$ cat src/rtl/stage4_memory_access.sv
// LEGv8 memory-access stage: ALU pass-through, LDUR/STUR bus transactions, branch resolve, fault detection.
// Latency: non-memory ops 1 cycle after capture; memory ops 1 cycle after the cycle mem_ack is sampled.
// Backpressure: ex_ready is low only while a bus transaction is outstanding (ACCESS); derived from state only.
`ifndef LEGV8_INTEGER_SZ
`define LEGV8_INTEGER_SZ 64
`endif

module stage4_memory_access #(
  parameter int unsigned ACK_TIMEOUT = 255
) (
  input  logic                         clk,
  input  logic                         rst_n,
  input  logic                         ex_valid,
  output logic                         ex_ready,
  input  logic [`LEGV8_INTEGER_SZ-1:0] ex_alu_result,
  input  logic [`LEGV8_INTEGER_SZ-1:0] ex_store_data,
  input  logic [`LEGV8_INTEGER_SZ-1:0] ex_branch_target,
  input  logic                         ex_zero,
  input  logic                         ex_memread,
  input  logic                         ex_memwrite,
  input  logic                         ex_branch,
  input  logic                         ex_uncond,
  input  logic                         ex_memtoreg,
  input  logic                         ex_regwrite,
  input  logic [4:0]                   ex_rd,
  output logic                         mem_req,
  output logic                         mem_we,
  output logic [`LEGV8_INTEGER_SZ-1:0] mem_addr,
  output logic [`LEGV8_INTEGER_SZ-1:0] mem_wdata,
  input  logic                         mem_ack,
  input  logic [`LEGV8_INTEGER_SZ-1:0] mem_rdata,
  output logic                         wb_valid,
  output logic [`LEGV8_INTEGER_SZ-1:0] wb_data,
  output logic [4:0]                   wb_rd,
  output logic                         wb_regwrite,
  output logic                         pc_src,
  output logic [`LEGV8_INTEGER_SZ-1:0] pc_target,
  output logic                         fault
);

  localparam int W = `LEGV8_INTEGER_SZ;
  // Last wait-count value before the timeout fires (counter starts at 0 in ACCESS).
  localparam logic [15:0] TIMEOUT_LAST = 16'(ACK_TIMEOUT - 1);

  typedef enum logic [1:0] {IDLE, ACCESS, DONE} state_t;

  state_t         state_q, state_d;
  logic [15:0]    wait_q, wait_d;
  logic           memread_q, memread_d;
  logic           memtoreg_q, memtoreg_d;
  logic           regwrite_q, regwrite_d;

  logic           mem_req_q, mem_req_d;
  logic           mem_we_q, mem_we_d;
  logic [W-1:0]   mem_addr_q, mem_addr_d;
  logic [W-1:0]   mem_wdata_q, mem_wdata_d;
  logic           wb_valid_q, wb_valid_d;
  logic [W-1:0]   wb_data_q, wb_data_d;
  logic [4:0]     wb_rd_q, wb_rd_d;
  logic           wb_regwrite_q, wb_regwrite_d;
  logic           pc_src_q, pc_src_d;
  logic [W-1:0]   pc_target_q, pc_target_d;
  logic           fault_q, fault_d;

  logic           xfer;
  logic           is_mem;
  logic           illegal;

  // DONE is a writeback cycle that can already accept the next instruction.
  assign ex_ready = (state_q != ACCESS);
  assign xfer     = ex_valid & ex_ready;
  assign is_mem   = ex_memread | ex_memwrite;
  assign illegal  = (ex_memread & ex_memwrite) | (ex_alu_result[2:0] != 3'b000);

  // Next-state and registered-output logic; pulses default low, data holds.
  always_comb begin
    state_d       = state_q;
    wait_d        = wait_q;
    memread_d     = memread_q;
    memtoreg_d    = memtoreg_q;
    regwrite_d    = regwrite_q;
    mem_req_d     = mem_req_q;
    mem_we_d      = mem_we_q;
    mem_addr_d    = mem_addr_q;
    mem_wdata_d   = mem_wdata_q;
    wb_valid_d    = 1'b0;
    wb_data_d     = wb_data_q;
    wb_rd_d       = wb_rd_q;
    wb_regwrite_d = 1'b0;
    pc_src_d      = 1'b0;
    pc_target_d   = pc_target_q;
    fault_d       = 1'b0;

    if (state_q == DONE) begin
      state_d = IDLE;
    end

    if (state_q == ACCESS) begin
      if (mem_ack) begin
        // Read data is latched straight into the writeback register.
        state_d       = DONE;
        mem_req_d     = 1'b0;
        mem_we_d      = 1'b0;
        wb_valid_d    = 1'b1;
        wb_data_d     = memtoreg_q ? mem_rdata : mem_addr_q;
        wb_regwrite_d = regwrite_q & memread_q;
      end else if (wait_q == TIMEOUT_LAST) begin
        state_d       = DONE;
        mem_req_d     = 1'b0;
        mem_we_d      = 1'b0;
        wb_valid_d    = 1'b1;
        wb_data_d     = mem_addr_q;
        fault_d       = 1'b1;
      end else begin
        wait_d = wait_q + 16'd1;
      end
    end else if (xfer) begin
      // rd is stable until writeback since no transfer is taken during ACCESS.
      wb_rd_d     = ex_rd;
      pc_src_d    = (ex_branch & ex_zero) | ex_uncond;
      pc_target_d = ex_branch_target;
      if (!is_mem) begin
        state_d       = IDLE;
        wb_valid_d    = 1'b1;
        wb_data_d     = ex_alu_result;
        wb_regwrite_d = ex_regwrite;
      end else if (illegal) begin
        state_d    = IDLE;
        wb_valid_d = 1'b1;
        wb_data_d  = ex_alu_result;
        fault_d    = 1'b1;
      end else begin
        state_d     = ACCESS;
        wait_d      = 16'd0;
        memread_d   = ex_memread;
        memtoreg_d  = ex_memtoreg;
        regwrite_d  = ex_regwrite;
        mem_req_d   = 1'b1;
        mem_we_d    = ex_memwrite;
        mem_addr_d  = ex_alu_result;
        mem_wdata_d = ex_store_data;
      end
    end
  end

  // State and output registers; reset abandons any outstanding transaction.
  always_ff @(posedge clk or negedge rst_n) begin
    if (!rst_n) begin
      state_q       <= IDLE;
      wait_q        <= 16'd0;
      memread_q     <= 1'b0;
      memtoreg_q    <= 1'b0;
      regwrite_q    <= 1'b0;
      mem_req_q     <= 1'b0;
      mem_we_q      <= 1'b0;
      mem_addr_q    <= '0;
      mem_wdata_q   <= '0;
      wb_valid_q    <= 1'b0;
      wb_data_q     <= '0;
      wb_rd_q       <= 5'd0;
      wb_regwrite_q <= 1'b0;
      pc_src_q      <= 1'b0;
      pc_target_q   <= '0;
      fault_q       <= 1'b0;
    end else begin
      state_q       <= state_d;
      wait_q        <= wait_d;
      memread_q     <= memread_d;
      memtoreg_q    <= memtoreg_d;
      regwrite_q    <= regwrite_d;
      mem_req_q     <= mem_req_d;
      mem_we_q      <= mem_we_d;
      mem_addr_q    <= mem_addr_d;
      mem_wdata_q   <= mem_wdata_d;
      wb_valid_q    <= wb_valid_d;
      wb_data_q     <= wb_data_d;
      wb_rd_q       <= wb_rd_d;
      wb_regwrite_q <= wb_regwrite_d;
      pc_src_q      <= pc_src_d;
      pc_target_q   <= pc_target_d;
      fault_q       <= fault_d;
    end
  end

  assign mem_req     = mem_req_q;
  assign mem_we      = mem_we_q;
  assign mem_addr    = mem_addr_q;
  assign mem_wdata   = mem_wdata_q;
  assign wb_valid    = wb_valid_q;
  assign wb_data     = wb_data_q;
  assign wb_rd       = wb_rd_q;
  assign wb_regwrite = wb_regwrite_q;
  assign pc_src      = pc_src_q;
  assign pc_target   = pc_target_q;
  assign fault       = fault_q;

endmodule

$ cat config.mk
export PLATFORM = sky130hd
export DESIGN_NAME = stage4_memory_access
export DESIGN_NICKNAME = d
export VERILOG_FILES = /design/src/rtl/stage4_memory_access.sv
export SDC_FILE = /design/constraint.sdc
export NUM_CORES = 1
export LEC_CHECK = 0
export ABC_AREA = 1
export CAP_MARGIN = 20
export CORE_AREA = 5 5 207 209
export DETAILED_ROUTE_END_ITERATION = 8
export DIE_AREA = 0 0 212 214
export GPL_TIMING_DRIVEN = 0
export PLACE_DENSITY = 0.66
export SLEW_MARGIN = 20
export SYNTH_ARGS = -nofsm -noshare
export SYNTH_HDL_FRONTEND = slang
export SYNTH_SLANG_ARGS = --single-unit
$ cat constraint.sdc
create_clock -name clk -period 1.5 [get_ports clk]
set_input_delay 0.375 -clock clk [delete_from_list [all_inputs] [get_ports clk]]
set_output_delay 0.375 -clock clk [all_outputs]
set_load 0.005 [all_outputs]
==> impl_metrics.tcl <==
set metrics [dict create \
    dp_cells 2791 \
    irDropWorstVdd_mv 0.859 \
    drt-pass1-iter-count 7 \
    hold_viol 51 \
    grt_pass1_wl_mm 88.6 \
    die-area_um2 45400 \
    pre_cts_ws_ps -1210 \
    layout-drive-gt1-share_pct 26.3 \
    routed_wl_mm 61.0 \
    vias_per_cell 4.95 \
    final.setup.worst_slack_ps -275 \
    root_buffer "clkbuf_16" \
    cpLargestDelayFamily "buffers and inverters" \
    setup_violations 141 \
    arrival_ps 1400 \
    crit_buf_inv 4 \
    fin_skew_ps 28.0 \
    drtAntennaViolNets 0 \
    p_per_area_nw_per_um2 1160 \
    ys_seq_area_share_pct 53.7 \
    outcome "complete, but fails checks" \
    clk_pin_slew_worst_paths_ps 60 \
    grt_usage_pct 25.2 \
    leakagePower_nw 11.2 \
    postSynthNetCount 1991 \
    crit_slowest_cell "dfrtp_1" \
    dpl_cell_area_um2 19600 \
    worst-setup-path-type "register to output pin" \
    whs_ps -245 \
    maxCapViolCount 0 \
    area_delta_synth_final_pct 60.2 \
    grt_pass1_vias 14600 \
    rrSetupSlack_ps -230 \
    cts_buffers 36 \
    synth_area_leaders "dfrtp_1 54%, nand2_1 19%, nand4_1 6.1%" \
    drc 0 \
    ys_async_sr_fraction_pct 100 \
    die_w_um 212 \
    gp_congestion 0.903 \
    synth.top_cell.area_share_pct 53.7 \
    rows 74 \
    overflow 0 \
    yosysWarnings 0 \
    regArea_um2 7210 \
    cpMostUsedCell "buf_8" \
    fin_area_um2 21500 \
    htreeDepth 2 \
    startpoint_type "register" \
    min_period_ps 1770 \
    postSynthCellCount 1717 \
    end_kind "output pin" \
    clock_latency_ps 550 \
    clock.fmax_ghz 0.563 \
    synthTopCellsByCount "689 x nand2_1, 288 x dfrtp_1, 152 x nor2_1, 130 x nand4_1, 88 x nand3_1" \
    cts_tree "built" \
    die_y_um 214 \
    path_max_fanout 2 \
    avgSynthCellArea_um2 7.82 \
    relSlewSlack_pct 63.7 \
    nets 2672 \
    ioPinCount 540 \
    yosysTopAreaCell "dfrtp_1" \
    numPortBuffers 539 \
    drt_iter0_markers 1224 \
    fin_cells 2961 \
    fin_crit_sh_pct 118 \
    slew_viol_final 0 \
    yosysUniqueCellTypes 30 \
    worst-slew-pin-transition_ps 544 \
    r2r-start "wait_q[0]$_DFFE_PN0P_" \
    grt_max_degree 97 \
    coreArea_um2 40600 \
    rr_worst_depth 11 \
    fill_cells 3856 \
    initial_core_util_pct 33.0 \
    synth_most_common_cell "nand2_1" \
    multi_input_area_um2 5610 \
    rsz0062_at_grt "yes" \
    required_ps 1120 \
    path_cells "inv_2, nand2_2, buf_8, buf_8, buf_6" \
    netlist_area_um2 13400 \
    antenna_found_initial 11 \
    vias 14700 \
    max-clock-path-buffers 3 \
    hold_path.class "primary input to async pin" \
    ys_ff_latch 288 \
    numClockSinks 288 \
    r2r-end "wb_data[46]$_DFFE_PN0P_" \
    synthFlopType "dfrtp_1" \
    violations "negative hold slack, negative setup slack" \
    dp_hpwl_mm 44.4 \
    avgRoutedWirePerCell_um 20.6 \
    cpPeakStageDelay_ps 390 \
    synth_edf_count 0 \
]
-- how the worst max path moves through the flow --
| stage | slack (ps) | to | depth (start not counted) | startpoint |
|---|---|---|---|---|
| global route | -330 | wb_data[46]$_DFFE_PN0P_ | 11 | wait_q[0]$_DFFE_PN0P_ |
| detailed placement | -1210 | wb_data[59]$_DFFE_PN0P_ | 8 | ex_memwrite |
| floorplan | -9 | wb_data[46]$_DFFE_PN0P_ | 11 | wait_q[0]$_DFFE_PN0P_ |
| CTS | -290 | ex_ready | 5 | state_q[1]$_DFF_PN0_ |
| finish | -270 | ex_ready | 5 | state_q[1]$_DFF_PN0_ |
| global placement | -12990 | pc_target[27]$_DFFE_PN0P_ | 1 | rst_n |
-- metrics by stage --
| stage | setup TNS (ps) | hold WS, ps | power (W) | utilization, % |
|---|---|---|---|---|
| finish | -14480 | -245 | 0.0249 | 52.9 |
| global route | -31850 | -230 | 0.0262 | 52.9 |
| CTS | -15160 | -270 | 0.0249 | 50.8 |
| detailed placement | -248370 | 329 | 0.0168 | 48.2 |
| global placement | -3969500 | 454 | 0.0167 | 48.0 |
| floorplan | -86.9 | 79.4 | 0.0121 | - |
-- kinds of logic after synthesis --
group / count (synthesis) / share of synthesized area [%]
simple gates: 1072 / 33.6
flops: 288 / 53.7
fa+ha+maj: 2 / 0.186
compound gates: 138 / 5.28
xor+xnor: 5 / 0.326
buf+inv: 212 / 6.96
-- sequential cells by signal, indices dropped and copies added (netlist names) --
signal and flops:
memtoreg_q 1, wb_regwrite 1, wait_q 16, mem_addr 64
fault 1, regwrite_q 1, memread_q 1, pc_target 64
mem_wdata 64, pc_src 1, wb_rd 5, mem_we 1
wb_data 64, state_q 2, wb_valid 1, mem_req 1
-- report_power, final --
group / switching [W] / internal, W
Clock: 0.00352 / 0.00531
Sequential: 0.000746 / 0.00909
Combinational: 0.00327 / 0.00299
-- area by class of cell --
cell class                      instances  share of cell area, %
Antenna cell                            6                 0.0698
Buffer                                119                   5.46
Clock buffer                           53                   5.00
Clock inverter                         10                  0.570
Inverter                               90                   1.63
Multi-Input combinational cell       1218                   26.1
Sequential cell                       288                   33.6
Tap cell                              532                   3.10
Timing Repair Buffer                  645                   24.5
-- worst register-to-register path, delay by kind of cell, from the launching register on --
kind	cells	cell delay [ps]
flops	1	390
fa+ha+maj	1	140
simple gates	6	640
buf+inv	4	460
-- placed cells by master (no fill, tap or decap), drive strengths merged --
master and n:
clkdlybuf4s50 265, diode 6, o21bai 3, dlygate4sd2 3, bufinv 2, dlymetal6s2s 2, buf 455, or2 2
nand2 692, a21boi 1, nand3 91, dfrtp 288, xnor2 3, clkinv 6, a21oi 65, nand4 130
o21ai 68, o32ai 1, xor2 2, clkinvlp 3, nor2 157, clkbuf 92, ha 2, and2 1
inv 89
-- per-layer routing --
metal | track usage (%) | share of wire, %
met5 | 0 | 0.079
met4 | 10.2 | 4.0
met3 | 8.84 | 10
met2 | 42.4 | 49
met1 | 29.2 | 37
-- what timing repair did --
action	in CTS	in global routing
endpoints found under the hold margin	51	51
setup buffers	74	15
endpoints found under the setup margin	554	265
cloned	6	11
pin swaps	42	30
gates resized for setup	1270	165
(Power assumes the default switching activity.)
